[src/rtl/nand_host_pkg.sv]
// Shared types and nand_master command codes for the host-side NAND sequencer.
// The ROM step record carries everything the sequencer FSM needs per script step.
package nand_host_pkg;

   typedef enum logic [1:0] {
      OP_INIT      = 2'd0,
      OP_READ_ID   = 2'd1,
      OP_READ_PAGE = 2'd2,
      OP_STATUS    = 2'd3
   } op_e;

   typedef enum logic [2:0] {
      S_IDLE,
      S_ISSUE,
      S_SETTLE,
      S_WAIT_BUSY,
      S_CAPTURE,
      S_EMIT
   } state_e;

   localparam logic [5:0] M_RESET               = 6'h01;
   localparam logic [5:0] M_NAND_RESET          = 6'h04;
   localparam logic [5:0] M_NAND_READ_ID        = 6'h06;
   localparam logic [5:0] M_NAND_READ           = 6'h09;
   localparam logic [5:0] MI_GET_STATUS         = 6'h0D;
   localparam logic [5:0] MI_CHIP_ENABLE        = 6'h0E;
   localparam logic [5:0] MI_RESET_INDEX        = 6'h12;
   localparam logic [5:0] MI_GET_ID_BYTE        = 6'h13;
   localparam logic [5:0] MI_GET_DATA_PAGE_BYTE = 6'h15;

   localparam int STEP_W = 2;

   typedef struct packed {
      logic [5:0] cmd;
      logic [7:0] data_in;
      logic       is_fetch;   // step returns a byte for the output stream
      logic       is_status;  // step returns the status byte
      logic       is_repeat;  // step is re-issued until the byte counter hits its end
      logic       last_step;
   } script_step_t;

   function automatic script_step_t mk_step(logic [5:0] cmd, logic [7:0] data_in, logic is_fetch,
                                            logic is_status, logic is_repeat, logic last_step);
      script_step_t s;
      s.cmd       = cmd;
      s.data_in   = data_in;
      s.is_fetch  = is_fetch;
      s.is_status = is_status;
      s.is_repeat = is_repeat;
      s.last_step = last_step;
      return s;
   endfunction

   function automatic int max2(int a, int b);
      return (a > b) ? a : b;
   endfunction

endpackage

[src/rtl/nand_host_script_rom.sv]
// Command script ROM: maps (operation, step) to the nand_master command for that step.
// Repeated fetch steps are a single entry; the sequencer re-issues them per byte.
module nand_host_script_rom
   import nand_host_pkg::*;
#(
   parameter logic [7:0] CE_SEL = 8'h00
) (
   input  op_e                     op,
   input  logic [STEP_W-1:0]       step,
   output script_step_t            entry
);

   always_comb begin
      entry = mk_step(6'h00, 8'h00, 1'b0, 1'b0, 1'b0, 1'b1);
      case ({op, step})
         {OP_INIT, 2'd0}:      entry = mk_step(M_RESET,               8'h00,  1'b0, 1'b0, 1'b0, 1'b0);
         {OP_INIT, 2'd1}:      entry = mk_step(MI_CHIP_ENABLE,        CE_SEL, 1'b0, 1'b0, 1'b0, 1'b0);
         {OP_INIT, 2'd2}:      entry = mk_step(M_NAND_RESET,          8'h00,  1'b0, 1'b0, 1'b0, 1'b1);
         {OP_READ_ID, 2'd0}:   entry = mk_step(M_NAND_READ_ID,        8'h00,  1'b0, 1'b0, 1'b0, 1'b0);
         {OP_READ_ID, 2'd1}:   entry = mk_step(MI_GET_ID_BYTE,        8'h00,  1'b1, 1'b0, 1'b1, 1'b1);
         {OP_READ_PAGE, 2'd0}: entry = mk_step(MI_RESET_INDEX,        8'h00,  1'b0, 1'b0, 1'b0, 1'b0);
         {OP_READ_PAGE, 2'd1}: entry = mk_step(M_NAND_READ,           8'h00,  1'b0, 1'b0, 1'b0, 1'b0);
         {OP_READ_PAGE, 2'd2}: entry = mk_step(MI_RESET_INDEX,        8'h00,  1'b0, 1'b0, 1'b0, 1'b0);
         {OP_READ_PAGE, 2'd3}: entry = mk_step(MI_GET_DATA_PAGE_BYTE, 8'h00,  1'b1, 1'b0, 1'b1, 1'b1);
         {OP_STATUS, 2'd0}:    entry = mk_step(MI_GET_STATUS,         8'h00,  1'b0, 1'b1, 1'b0, 1'b1);
         default: ;
      endcase
   end

endmodule

[src/rtl/nand_host_sequencer.sv]
// Host-side sequencer: runs a whole nand_master command script from one start pulse and
// returns fetched bytes on a valid/ready stream; backpressure stalls the flash-side script.
module nand_host_sequencer
   import nand_host_pkg::*;
#(
   parameter int         ID_BYTES    = 5,
   parameter int         PAGE_BYTES  = 528,
   parameter logic [7:0] CE_SEL      = 8'h00,
   parameter int         SETTLE_CYC  = 2,
   parameter int         TIMEOUT_CYC = 65535
) (
   input  logic       clk,
   input  logic       reset,
   input  logic       start,
   input  logic [1:0] op,
   output logic       idle,
   output logic       done,
   output logic       error,
   output logic [7:0] status_byte,
   output logic [5:0] nm_cmd_in,
   output logic       nm_activate,
   output logic [7:0] nm_data_in,
   input  logic [7:0] nm_data_out,
   input  logic       nm_busy,
   output logic [7:0] byte_data,
   output logic       byte_valid,
   input  logic       byte_ready,
   output logic       byte_last
);

   localparam int BW = $clog2(max2(PAGE_BYTES, ID_BYTES) + 1);
   localparam int CW = $clog2(max2(TIMEOUT_CYC, SETTLE_CYC) + 1);
   localparam logic [BW-1:0] ID_LAST     = BW'(ID_BYTES - 1);
   localparam logic [BW-1:0] PAGE_LAST   = BW'(PAGE_BYTES - 1);
   localparam logic [CW-1:0] SETTLE_END  = CW'(SETTLE_CYC);
   localparam logic [CW-1:0] TIMEOUT_END = CW'(TIMEOUT_CYC - 1);

   state_e              state;
   op_e                 op_q;
   logic [STEP_W-1:0]   step;
   logic [CW-1:0]       cnt;
   logic [BW-1:0]       bcnt;
   script_step_t        rom;
   logic                byte_is_last;

   nand_host_script_rom #(.CE_SEL(CE_SEL)) u_rom (
      .op    (op_q),
      .step  (step),
      .entry (rom)
   );

   assign byte_is_last = (bcnt == ((op_q == OP_READ_ID) ? ID_LAST : PAGE_LAST));

   always_ff @(posedge clk) begin
      if (reset) begin
         state       <= S_IDLE;
         op_q        <= OP_INIT;
         step        <= '0;
         cnt         <= '0;
         bcnt        <= '0;
         idle        <= 1'b1;
         done        <= 1'b0;
         error       <= 1'b0;
         status_byte <= 8'h00;
         nm_cmd_in   <= 6'h00;
         nm_activate <= 1'b0;
         nm_data_in  <= 8'h00;
         byte_data   <= 8'h00;
         byte_valid  <= 1'b0;
         byte_last   <= 1'b0;
      end else begin
         done        <= 1'b0;
         nm_activate <= 1'b0;
         case (state)
            S_IDLE: begin
               idle <= 1'b1;
               if (start && idle) begin
                  op_q  <= op_e'(op);
                  step  <= '0;
                  bcnt  <= '0;
                  error <= 1'b0;
                  idle  <= 1'b0;
                  state <= S_ISSUE;
               end
            end
            S_ISSUE: begin
               nm_cmd_in   <= rom.cmd;
               nm_data_in  <= rom.data_in;
               nm_activate <= 1'b1;
               cnt         <= CW'(1);
               state       <= S_SETTLE;
            end
            // busy from nand_master lags activate; don't trust it until the settle window ends
            S_SETTLE: begin
               if (cnt >= SETTLE_END) begin
                  cnt   <= '0;
                  state <= S_WAIT_BUSY;
               end else begin
                  cnt <= cnt + CW'(1);
               end
            end
            S_WAIT_BUSY: begin
               if (!nm_busy) begin
                  if (rom.is_fetch) begin
                     state <= S_CAPTURE;
                  end else begin
                     if (rom.is_status) status_byte <= nm_data_out;
                     if (rom.last_step) begin
                        done  <= 1'b1;
                        state <= S_IDLE;
                     end else begin
                        step  <= step + STEP_W'(1);
                        state <= S_ISSUE;
                     end
                  end
               end else if (cnt >= TIMEOUT_END) begin
                  error <= 1'b1;
                  done  <= 1'b1;
                  state <= S_IDLE;
               end else begin
                  cnt <= cnt + CW'(1);
               end
            end
            S_CAPTURE: begin
               byte_data  <= nm_data_out;
               byte_last  <= byte_is_last;
               byte_valid <= 1'b1;
               state      <= S_EMIT;
            end
            S_EMIT: begin
               if (byte_ready) begin
                  byte_valid <= 1'b0;
                  byte_last  <= 1'b0;
                  bcnt       <= bcnt + BW'(1);
                  if (rom.is_repeat && !byte_is_last) begin
                     state <= S_ISSUE;
                  end else if (rom.last_step) begin
                     done  <= 1'b1;
                     state <= S_IDLE;
                  end else begin
                     step  <= step + STEP_W'(1);
                     state <= S_ISSUE;
                  end
               end
            end
            default: state <= S_IDLE;
         endcase
      end
   end

endmodule

[config.mk]
export PLATFORM = sky130hd
export DESIGN_NAME = nand_host_sequencer
export DESIGN_NICKNAME = d
export VERILOG_FILES = /design/src/rtl/nand_host_pkg.sv /design/src/rtl/nand_host_script_rom.sv /design/src/rtl/nand_host_sequencer.sv
export SDC_FILE = /design/constraint.sdc
export NUM_CORES = 1
export LEC_CHECK = 0
export CORE_UTILIZATION = 40
export DETAILED_ROUTE_END_ITERATION = 7
export GPL_ROUTABILITY_DRIVEN = 0
export GPL_TIMING_DRIVEN = 0
export MAX_ROUTING_LAYER = met4
export PLACE_DENSITY_LB_ADDON = 0.12
export SLEW_MARGIN = 20
export SYNTH_ARGS = -nofsm -noshare
export SYNTH_HDL_FRONTEND = slang
export SYNTH_SLANG_ARGS = --single-unit
[constraint.sdc]
create_clock -name clk -period 2.5 [get_ports clk]
set_input_delay 0.5 -clock clk [delete_from_list [all_inputs] [get_ports clk]]
set_output_delay 0.5 -clock clk [all_outputs]
set_load 0.02 [all_outputs]
==> impl_results.md <==
- Status: finished clean
- Row count: 31
- Final setup fails: 0
- Synth Warn #: 0
- Die Height: 89.1 um
- Clock sink total: 60
- Avg Synthesized Cell Area: 8.40 um^2
- Library cells used by synthesis: 52
- Mapped Cells: 361
- Worst skew pair latency: 0.34 ns
- Hold Path Class: reg2reg
- Startpoint Class: flop
- # nets final: 443
- Iteration-0 DRC Markers: 103
- Final Skew: 0.0130 ns
- Post-synth EDFFs: 0
- Post-DR wirelength/cell: 13.3 um
- Initial core utilization: 41.6%
- Post-synthesis sequential area ratio: 39.6%
- Vias: 2,660
- Post-CTS Resized: 0
- Placed Cells: 509
- Largest net degree at the start of global routing: 12
- Rel. slew slack: 53.2%
- Post-CTS Repair Setup Buffers: 0
- CTS tree: yes
- Hold Violations, Final: 0
- Maximum operating frequency: 479 MHz
- Kind of critical path: reg2reg
- Setup TNS: 0 ns
- Critical Path AT: 2.29 ns
- Clock slew at reported path FFs: 0.08 ns
- Pwr per Cell Area: 744 nW/um^2
- CP Data Required Time: 2.70 ns
- Htree depth: 3
- Top cell type's share of synthesized area: 39.6%
- Clk buf depth: 2
- Share of cells above drive strength 1: 9.86%
- Crit end category: flop
- LEAKAGE: 1.46 nW
- RSZ-0062 raised after global routing: false
- DRT Pass-1 Iters: 4
- Synth top area cells: dfxtp_1 (40%), nor2_1 (6.4%), nand2_1 (4.3%)
- Final cell count without fillers: 525
- Fin crit share: 83.6%
- Yosys reg bits: 60
- Most common cell after layout, fill and taps aside: dfxtp_1
- Final worst slack: 0.411 ns
- Synth Cell Area: 3030 um^2
- Cts bufs inserted: 9
- First-pass GRT wire length: 11.1 mm
- Worst VDD drop: 0.298 mV
- Max-cap viol count: 0
- Initial antenna violation count: 0
- Synth Flop Type: dfxtp_1
- Ant diodes: 0
- Post-route minimum period: 2.09 ns
- Cts hold-fix bufs: 0
- Worst-Margin Slew: 0.699 ns
- Most frequent cells in the layout: dfxtp_1 (60), nor2_1 (52), clkdlybuf4s50_1 (41)
- Port Buf Inserts: 41
- Ports: 51
- Leading area contributor after synthesis: dfxtp_1
- Core ar.: 7290 um^2
- Post-Route WL: 6.97 mm
- Die ar.: 7940 um^2
- Vias per inst: 5.07
- Critical-path maximum fanout: 8
- Total gr overflow: 0
- Root Buffer: clkbuf_8
- Post-route ant nets: 0
- Number of global-route vias before repair: 2,365
- DRC Markers: 0
- Synthesis-to-finish area growth: 26.0%
- DPL Wire Length: 5.04 mm
- Gr usage total: 18.8%
- Max-slew violation count: 0
- Die width: 89.1 um
- Setup slack at placement: 0.133 ns
- Ys async rst share: 0%
## cell type report
| cell class | instances | area [um^2] |
|---|---|---|
| fillers | 737 | 3470 |
| multi-input cells | 275 | 1670 |
| flip-flops and latches | 60 | 1200 |
| repair buffers | 41 | 410 |
| plain buffers | 26 | 163 |
| clock buffers | 10 | 138 |
| well taps | 99 | 124 |
| clock inverters | 6 | 87.6 |
| inverters | 8 | 30.0 |
## layer usage
layer  vias to the layer above  track usage (%)  part of all wire, %
met1                      1208             23.9                   48
met5                         -                -                    0
li1                       1383                -                    -
met3                        12             3.42                  5.0
met4                         0             7.50                  1.7
met2                        57             29.6                   45
## Yosys cell counts, types with 2 or more instances
library cell / count
xnor2_1: 4
buf_2: 4
o211ai_1: 3
ha_1: 7
or3_1: 5
nand2b_1: 9
nand3b_1: 2
buf_4: 12
a21oi_2: 3
xor2_1: 13
nand2_1: 35
o21ai_0: 10
a311oi_1: 2
nand3_1: 10
or4_1: 3
a211oi_1: 5
nor3_1: 10
and3b_1: 3
and2_1: 4
dfxtp_1: 60
o2111ai_1: 8
inv_1: 8
o31ai_1: 3
and3_1: 5
buf_6: 2
a21oi_1: 24
nand4_1: 6
nor4_1: 4
nor2_1: 52
clkbuf_1: 7
mux2i_1: 12
nor2b_1: 6
## stage by stage
stage	util [%]	total power [W]	hold WS [ns]	area, um^2
global route	52.4	0.00302	0.484	3820
global placement	49.3	0.00188	0.442	3600
finish	52.4	0.00285	0.455	3820
CTS	52.4	0.00287	0.459	3820
floorplan	-	0.00165	0.467	3060
detailed placement	49.3	0.00188	0.450	3600
## cells by family after synthesis
family / after synthesis / synth area share (%)
adders and majority gates: 7 / 2.89
other: 1 / 0.124
xor gates and xnor gates: 17 / 4.91
buffers and inverters: 34 / 6.35
muxes: 13 / 4.33
DFF: 60 / 39.6
and+or+nand+nor: 159 / 26.0
AOI/OAI and AO/OA: 70 / 15.8
## registers in the layout, summed over array words and instances (netlist names), 2 cells and up
signal	count
cnt	16
state	3
nm_cmd_in	5
status_byte	8
bcnt	10
op_q	2
byte_data	8
step	2
## power by group
group	internal [W]	total, W	switching, W
clock network	0.000588	0.000983	0.000395
registers	0.00102	0.00106	0.0000429
logic	0.000302	0.000802	0.000500
total	0.00191	0.00285	0.000938
## worst max-delay path: stages, from the launching register on
cell and delay, ns:
dfxtp_1 0.36, inv_1 0.09, ha_1 0.28, and3b_1 0.23, nor3_1 0.30, nand2_1 0.38, mux2i_1 0.26, nor2_1 0.05
## path summary, 6_finish.rpt
check,slack [ns],from,to,depth (start not counted)
setup / recovery,0.41,step[1],status_byte[7],7
hold / removal,0.45,byte_data[2],byte_data[2],2
setup reg to reg,0.41,step[1],status_byte[7],7
hold reg to reg,0.45,byte_data[2],byte_data[2],2
(Power assumes the default switching activity.)
